==> config.mk <==
export PLATFORM = sky130hd
export DESIGN_NAME = timer_capture_compare_chn
export DESIGN_NICKNAME = d
export VERILOG_FILES = /design/src/rtl/timer_capture_compare_chn.sv
export SDC_FILE = /design/constraint.sdc
export NUM_CORES = 1
export LEC_CHECK = 0
export CORE_UTILIZATION = 35
export CTS_CLUSTER_DIAMETER = 80
export CTS_CLUSTER_SIZE = 30
export DETAILED_ROUTE_END_ITERATION = 6
export PLACE_DENSITY_LB_ADDON = 0.15
export SLEW_MARGIN = 20
export SYNTH_ARGS = -nofsm -noshare
export SYNTH_HDL_FRONTEND = slang
export SYNTH_SLANG_ARGS = --single-unit
==> constraint.sdc <==
create_clock -name clk -period 2.05 [get_ports clk]
set_input_delay 0.3075 -clock clk [delete_from_list [all_inputs] [get_ports clk]]
set_output_delay 0.3075 -clock clk [all_outputs]
set_load 0.1 [all_outputs]
==> src/rtl/timer_capture_compare_chn.sv <==
// One capture/compare channel fed by the basic timer: PWM from a period-shadowed compare
// value, or capture of the timer count on a filtered pin edge. Macro TIMER_CAP_FILTER_EN builds the glitch filter.
module timer_capture_compare_chn #(
    parameter int timer_width      = 16,
    parameter int filter_width     = 8,
    parameter int simulation_delay = 1
) (
    input  logic                    clk,
    input  logic                    rst,
    input  logic [timer_width-1:0]  timer_cnt_now_v,
    input  logic                    timer_expired,
    input  logic                    timer_started,
    input  logic                    cc_mode,
    input  logic [timer_width-1:0]  cmp_v,
    input  logic [1:0]              cap_edge,
    input  logic [filter_width-1:0] cap_filter_th,
    input  logic                    cap_in,
    output logic                    pwm_o,
    output logic [timer_width-1:0]  cap_v,
    output logic                    cap_vld,
    output logic                    cap_itr_req
);

    localparam logic [1:0] EDGE_RISE = 2'b00;
    localparam logic [1:0] EDGE_FALL = 2'b01;
    localparam logic [1:0] EDGE_BOTH = 2'b10;

    // Register update delay applies to behavioural models only; this RTL updates at the edge.
    localparam int unused_sim_delay = simulation_delay;

    logic [timer_width-1:0] cmp_shadow_q, cmp_shadow_d;
    logic                   pwm_q, pwm_d;
    logic [1:0]             sync_q;
    logic                   filt_q, filt_d;
    logic [timer_width-1:0] cap_v_q, cap_v_d;
    logic                   cap_vld_q, cap_vld_d;
    logic                   cap_itr_q;
    logic                   edge_match_s;

    // Compare shadow reloads only between periods; PWM uses the shadow of the current period.
    always_comb begin
        cmp_shadow_d = cmp_shadow_q;
        if (!timer_started || timer_expired) begin
            cmp_shadow_d = cmp_v;
        end else begin
            cmp_shadow_d = cmp_shadow_q;
        end
        pwm_d = !cc_mode && timer_started && (timer_cnt_now_v < cmp_shadow_q);
    end

`ifdef TIMER_CAP_FILTER_EN
    localparam logic [filter_width-1:0] FC_ONE = {{(filter_width-1){1'b0}}, 1'b1};

    logic [filter_width-1:0] fc_q, fc_d;

    // Accept a new level only after it differs from filt for cap_filter_th+1 cycles.
    always_comb begin
        fc_d   = fc_q;
        filt_d = filt_q;
        if (sync_q[1] == filt_q) begin
            fc_d = {filter_width{1'b0}};
        end else if (fc_q == cap_filter_th) begin
            fc_d   = {filter_width{1'b0}};
            filt_d = sync_q[1];
        end else begin
            fc_d = fc_q + FC_ONE;
        end
    end

    // Filter counter register.
    always_ff @(posedge clk or posedge rst) begin
        if (rst) begin
            fc_q <= {filter_width{1'b0}};
        end else begin
            fc_q <= fc_d;
        end
    end
`else
    logic unused_filter_th;
    assign unused_filter_th = ^cap_filter_th;

    // Without the filter the synchronised level is accepted every cycle.
    always_comb begin
        filt_d = sync_q[1];
    end
`endif

    // Qualify the accepted level change against the selected edge and latch the count.
    always_comb begin
        edge_match_s = 1'b0;
        case (cap_edge)
            EDGE_RISE: edge_match_s = filt_d & ~filt_q;
            EDGE_FALL: edge_match_s = ~filt_d & filt_q;
            EDGE_BOTH: edge_match_s = filt_d ^ filt_q;
            default:   edge_match_s = 1'b0;
        endcase
        cap_vld_d = edge_match_s & cc_mode & timer_started;
        if (cap_vld_d) begin
            cap_v_d = timer_cnt_now_v;
        end else begin
            cap_v_d = cap_v_q;
        end
    end

    // Channel state registers, all cleared by the asynchronous reset.
    always_ff @(posedge clk or posedge rst) begin
        if (rst) begin
            cmp_shadow_q <= {timer_width{1'b0}};
            pwm_q        <= 1'b0;
            sync_q       <= 2'b00;
            filt_q       <= 1'b0;
            cap_v_q      <= {timer_width{1'b0}};
            cap_vld_q    <= 1'b0;
            cap_itr_q    <= 1'b0;
        end else begin
            cmp_shadow_q <= cmp_shadow_d;
            pwm_q        <= pwm_d;
            sync_q       <= {sync_q[0], cap_in};
            filt_q       <= filt_d;
            cap_v_q      <= cap_v_d;
            cap_vld_q    <= cap_vld_d;
            cap_itr_q    <= cap_vld_q;
        end
    end

    assign pwm_o       = pwm_q;
    assign cap_v       = cap_v_q;
    assign cap_vld     = cap_vld_q;
    assign cap_itr_req = cap_itr_q;

endmodule
==> impl_metrics.env, run 1 <==
export IMPL_skew_ns=0.00528
export IMPL_num_fill_cells=443
export IMPL_max_vdd_ir_drop_uv=719
export IMPL_status="completed"
export IMPL_vias_per_cell=4.62
export IMPL_grt_max_degree=39
export IMPL_worstSetupPathType="flop to flop"
export IMPL_ant_nets=0
export IMPL_power_density_nw_per_um2=1040
export IMPL_startpoint_type="flop"
export IMPL_dpl_cell_count=283
export IMPL_ys_flop_type="dfrtp_1"
export IMPL_drc=0
export IMPL_cp_max_fo=13
export IMPL_async_flop_share=1.00
export IMPL_cp_cell_sequence="inv_1 > ha_1 > nand2b_1 > a21o_1 > a21oi_4 > buf_12 > mux2_1"
export IMPL_cp_buffers_inverters=2
export IMPL_vias=1335
export IMPL_first_pass_iters=4
export IMPL_antenna_found_initial=0
export IMPL_ctsHtreeMaxLevel=2
export IMPL_synth_nets=222
export IMPL_clk_latency_ns=0.28
export IMPL_cts_buffers=5
export IMPL_cp_data_required_time_ns=2.22
export IMPL_place_worst_setup_slack_ns=0.128
export IMPL_post_cts_resized=0
export IMPL_overflow=0
export IMPL_post_cts_setup_buffers=0
export IMPL_place_hpwl_mm=2.96
export IMPL_clk_pin_slew_worst_paths_ns=0.07
export IMPL_setup_violations=0
export IMPL_grt_pass1_wl_mm=6.40
export IMPL_final_cell_count_no_fill=289
export IMPL_drive_above_1_share=0.162
export IMPL_synth_seq_cells=38
export IMPL_pin_count=67
export IMPL_grt_pass1_vias=1452
export IMPL_min_period_ns=1.78
export IMPL_endpoint_kind="flop"
export IMPL_core_um2=4790
export IMPL_layout_common_cells="39 x clkdlybuf4s50_1, 38 x dfrtp_1, 23 x buf_4"
export IMPL_synthCells=157
export IMPL_hold_viol_final=0
export IMPL_final_max_slew_viol_count=0
export IMPL_dieWidth_um=73.0
export IMPL_die_h_um=73.0
export IMPL_syn_area_per_cell_um2=11.3
export IMPL_drt_iter0_markers=36
export IMPL_hold_class="flop to flop"
export IMPL_track_usage=0.162
export IMPL_synth_seq_area_share=0.538
export IMPL_syn_area_um2=1770
export IMPL_cts_hold_buf=0
export IMPL_initial_core_util=0.369
export IMPL_rsz0062_at_grt="no"
export IMPL_port_buffers=58
export IMPL_finalSetupTns_ns=0
export IMPL_final_common_cell="clkdlybuf4s50_1"
export IMPL_slowest_delay_ns=0.37
export IMPL_gp_congestion=0.744
export IMPL_fmax_ghz=0.562
export IMPL_power_total_mw=2.60
export IMPL_fin_nets=288
export IMPL_clkSinkCount=38
export IMPL_clock_path_buffers=2
export IMPL_cts_tree="yes"
export IMPL_final_util=0.521
export IMPL_cp_arrival_ns=1.95
export IMPL_final_seq_area_um2=951
export IMPL_setup_ws_ns=0.271
export IMPL_dieArea_um2=5340
export IMPL_wl_per_cell_um=13.2
export IMPL_maxCapViolCount=0
export IMPL_synthDistinctLibCells=20
export IMPL_ys_warn_count=0
export IMPL_diodes=0
export IMPL_root_buffer="clkbuf_8"
export IMPL_drt_total_wl_mm=3.80
export IMPL_synth_edf_count=0
export IMPL_tightest_slew_ns=0.483
export IMPL_num_rows=25
export IMPL_cpMaxStageDelayCell="dfrtp_1"
export IMPL_leakagePower_nw=1.21
export IMPL_multiInputGateArea_um2=726
export IMPL_relSlewSlack=0.678
export IMPL_area_delta_synth_final_pct=41.1
export IMPL_critPathTopFamily="flip-flops"
export IMPL_fin_crit_sh=0.868
[Yosys cell counts, types with 3 or more instances]
| library cell | count | share of area |
|---|---|---|
| ha_1 | 17 | 0.12 |
| inv_1 | 18 | 0.038 |
| clkbuf_1 | 3 | 0.0064 |
| a21oi_1 | 6 | 0.017 |
| o21ai_0 | 19 | 0.054 |
| a21o_1 | 3 | 0.013 |
| nand2_1 | 21 | 0.045 |
| nand2b_1 | 3 | 0.011 |
| nor2_1 | 4 | 0.0085 |
| mux2_1 | 12 | 0.076 |
| mux2_2 | 5 | 0.032 |
| dfrtp_1 | 38 | 0.54 |
[flip-flops by register name, indices dropped and copies added, names as in the netlist]
| register | flops |
|---|---|
| cap_v | 16 |
| cmp_shadow_q | 16 |
| sync_q | 2 |
| cap_itr_req | 1 |
| cap_vld | 1 |
| filt_q | 1 |
| pwm_o | 1 |
[report_power, final]
group / internal, mW / switching, mW / total (mW) / leakage (nW)
sequential: 0.873 / 0.0560 / 0.929 / 0.459
combinational: 0.297 / 0.880 / 1.18 / 0.704
clock: 0.259 / 0.237 / 0.496 / 0.0431
[layout make-up]
type / count / share of cell area
Tap cell: 67 / 0.0336
Sequential cell: 38 / 0.381
Inverter: 18 / 0.0271
Multi-Input combinational cell: 97 / 0.291
Timing Repair Buffer: 63 / 0.234
Clock buffer: 6 / 0.0331
[through the flow]
step | hold slack, ns | instance area [um^2]
6_report | 0.353 | 2490
5_1_grt | 0.368 | 2490
4_1_cts | 0.356 | 2490
3_5_place_dp | 0.341 | 2410
3_3_place_gp | 0.340 | 2410
2_1_floorplan | 0.331 | 1770
[worst paths after layout]
kind | end | depth (start not counted) | from | slack [ns]
worst max register to register | cap_v[4] | 7 | sync_q[1] | 0.27
worst min register to register | sync_q[1] | 0 | sync_q[0] | 0.35
max in group asynchronous | cap_v[12] | 3 | rst | 1.27
min in group asynchronous | cmp_shadow_q[3] | 3 | rst | 0.44
worst min-delay path | sync_q[1] | 0 | sync_q[0] | 0.35
worst max-delay path | cap_v[4] | 7 | sync_q[1] | 0.27
[worst register-to-register path: cells and delay by family (launching register included)]
| family | cells | cell delay, ns |
|---|---|---|
| buffers and inverters | 2 | 0.22 |
| DFF | 1 | 0.37 |
| AOI/OAI and AO/OA | 2 | 0.34 |
| muxes | 1 | 0.34 |
| and+or+nand+nor | 1 | 0.14 |
| adders and majority gates | 1 | 0.27 |
[per-layer routing]
metal	vias to the layer above	global-route usage	part of all wire
met3	7	0.0318	0.045
met2	32	0.286	0.51
met1	641	0.188	0.42
li1	655	-	-
met4	0	0.0741	0.021
met5	-	0	0
[kinds of logic after synthesis]
group | share of synthesized area
DFF | 0.538
muxes | 0.108
and+or+nand+nor | 0.0836
adders and majority gates | 0.120
AOI/OAI and AO/OA | 0.0984
buffers and inverters | 0.0510
(Power assumes the default switching activity.)
==> run 2, diff against run 1 <==
- CTS_CLUSTER_DIAMETER: 80 -> 120
==> results of run 2 <==
The final DEF is identical to that of run 1; final timing and power are the same.
==> run 3, diff against run 2 <==
- PLACE_DENSITY: unset -> 0.66
- PLACE_DENSITY_LB_ADDON: 0.15 -> unset
==> run 3 against run 2 <==
Via count is 3.6% lower. Cell count grew 1.0%. Power up 3.0%. Fmax down 2.5%. Hold slack worse by 0.0036 ns. Register-to-register slack worse by 0.05 ns. First-iteration DRC count grew 36%. Sequential power down 0.4%. Sequential share of layout area is 0.34 points lower. Critical path depth did not move. Clock power increased by 19%. Largest power group unchanged.
==> impl_metrics.env, run 3 (synthesis results as in run 1) <==
export IMPL_vias=1287
export IMPL_first_pass_iters=4
export IMPL_place_worst_setup_slack_ns=0.134
export IMPL_cp_arrival_ns=1.99
export IMPL_port_buffers=58
export IMPL_finalSetupTns_ns=0
export IMPL_drc=0
export IMPL_hold_class="primary input to asynchronous set/reset pin"
export IMPL_drive_above_1_share=0.173
export IMPL_holdWs_ns=0.349
export IMPL_area_delta_synth_final_pct=42.4
export IMPL_setup_ws_ns=0.226
export IMPL_post_cts_setup_buffers=0
export IMPL_layout_common_cells="39 x clkdlybuf4s50_1, 38 x dfrtp_1, 25 x buf_4"
export IMPL_pwr_share_comb=0.435
export IMPL_grt_pass1_wl_mm=5.70
export IMPL_gp_congestion=0.738
export IMPL_endpoint_kind="flop"
export IMPL_antenna_found_initial=0
export IMPL_skew_ns=0.00274
export IMPL_clkSinkCount=38
export IMPL_critPathTopFamily="flip-flops"
export IMPL_fin_nets=289
export IMPL_dpl_cell_count=284
export IMPL_stdcell_area_um2=2520
export IMPL_power_total_mw=2.68
export IMPL_vias_per_cell=4.41
export IMPL_clk_pin_slew_worst_paths_ns=0.07
export IMPL_power_density_nw_per_um2=1070
export IMPL_slowest_delay_ns=0.37
export IMPL_cp_cell_sequence="inv_1 > ha_1 > nand2b_1 > a21o_1 > a21oi_4 > buf_4 > mux2_1"
export IMPL_num_fill_cells=456
export IMPL_cp_data_required_time_ns=2.22
export IMPL_drt_total_wl_mm=3.45
export IMPL_drt_iter0_markers=49
export IMPL_hold_viol_final=0
export IMPL_final_cell_count_no_fill=292
export IMPL_pwr_share_seq=0.345
export IMPL_min_period_ns=1.82
export IMPL_switching_share=0.437
export IMPL_dieArea_um2=5340
export IMPL_ctsHtreeMaxLevel=2
export IMPL_root_buffer="clkbuf_8"
export IMPL_cts_tree="yes"
export IMPL_grt_pass1_vias=1282
export IMPL_rsz0062_at_grt="no"
export IMPL_p_sw_mw=1.17
export IMPL_ant_nets=0
export IMPL_initial_core_util=0.369
export IMPL_max_vdd_ir_drop_uv=502
export IMPL_fin_crit_sh=0.890
export IMPL_die_h_um=73.0
export IMPL_wl_per_cell_um=11.8
export IMPL_setup_violations=0
export IMPL_dpl_cell_area_um2=2410
export IMPL_cts_hold_buf=0
export IMPL_clkPwrFrac=0.219
export IMPL_clock_path_buffers=2
export IMPL_clk_latency_ns=0.29
export IMPL_fmax_ghz=0.548
export IMPL_dieWidth_um=73.0
export IMPL_final_common_cell="clkdlybuf4s50_1"
export IMPL_cpMaxStageDelayCell="dfrtp_1"
export IMPL_cp_max_fo=11
export IMPL_track_usage=0.145
export IMPL_relSlewSlack=0.693
export IMPL_place_hpwl_mm=2.71
export IMPL_diodes=0
export IMPL_post_cts_resized=0
export IMPL_core_um2=4790
export IMPL_num_rows=25
export IMPL_startpoint_type="flop"
export IMPL_overflow=0
export IMPL_internal_power_mw=1.51
export IMPL_worstSetupPathType="flop to flop"
export IMPL_leakagePower_nw=1.22
export IMPL_grt_max_degree=19
export IMPL_maxCapViolCount=0
export IMPL_cts_buffers=5
export IMPL_cp_buffers_inverters=2
export IMPL_final_util=0.526
export IMPL_pin_count=67
export IMPL_status="completed"
export IMPL_final_max_slew_viol_count=0
export IMPL_tightest_slew_ns=0.460
## run 3: cell types whose count changed in the layout (fill, tap and decap cells not counted), sizes merged
cell and change:
buf +1, clkbuf +2
## run 3: layout make-up
cell class / instances / area [um^2] / share of cell area
Clock buffer: 8 / 110 / 0.0438
Inverter: 18 / 67.6 / 0.0269
Multi-Input combinational cell: 97 / 726 / 0.288
Sequential cell: 38 / 951 / 0.378
Tap cell: 67 / 83.8 / 0.0333
Timing Repair Buffer: 64 / 578 / 0.230
## run 3: final timing paths
| check | from | end | slack (ns) | cells after the start |
|---|---|---|---|---|
| setup / recovery | sync_q[1] | cap_v[4] | 0.23 | 7 |
| hold / removal | rst | cmp_shadow_q[10] | 0.35 | 2 |
| setup reg to reg | sync_q[1] | cap_v[4] | 0.23 | 7 |
| hold reg to reg | sync_q[0] | sync_q[1] | 0.35 | 0 |
| max in group asynchronous | rst | cap_v[4] | 1.13 | 3 |
| min in group clk | sync_q[0] | sync_q[1] | 0.35 | 0 |
## run 3: routing by layer
layer	wire length, um	share of wire	global-route usage
met1	1610	0.47	0.177
met2	1570	0.46	0.236
met3	222	0.064	0.0511
met4	45	0.013	0.0523
met5	0	0	0
## run 3: power groups by stage
stage | Sequential [mW] | Combinational (mW) | Clock (mW)
after floorplan | 1.63 | 0.185 | 0
after global placement | 0.938 | 1.17 | 0
after detailed placement | 0.942 | 1.17 | 0
after CTS | 0.927 | 1.18 | 0.611
after global routing | 0.941 | 1.22 | 0.650
final | 0.925 | 1.17 | 0.588
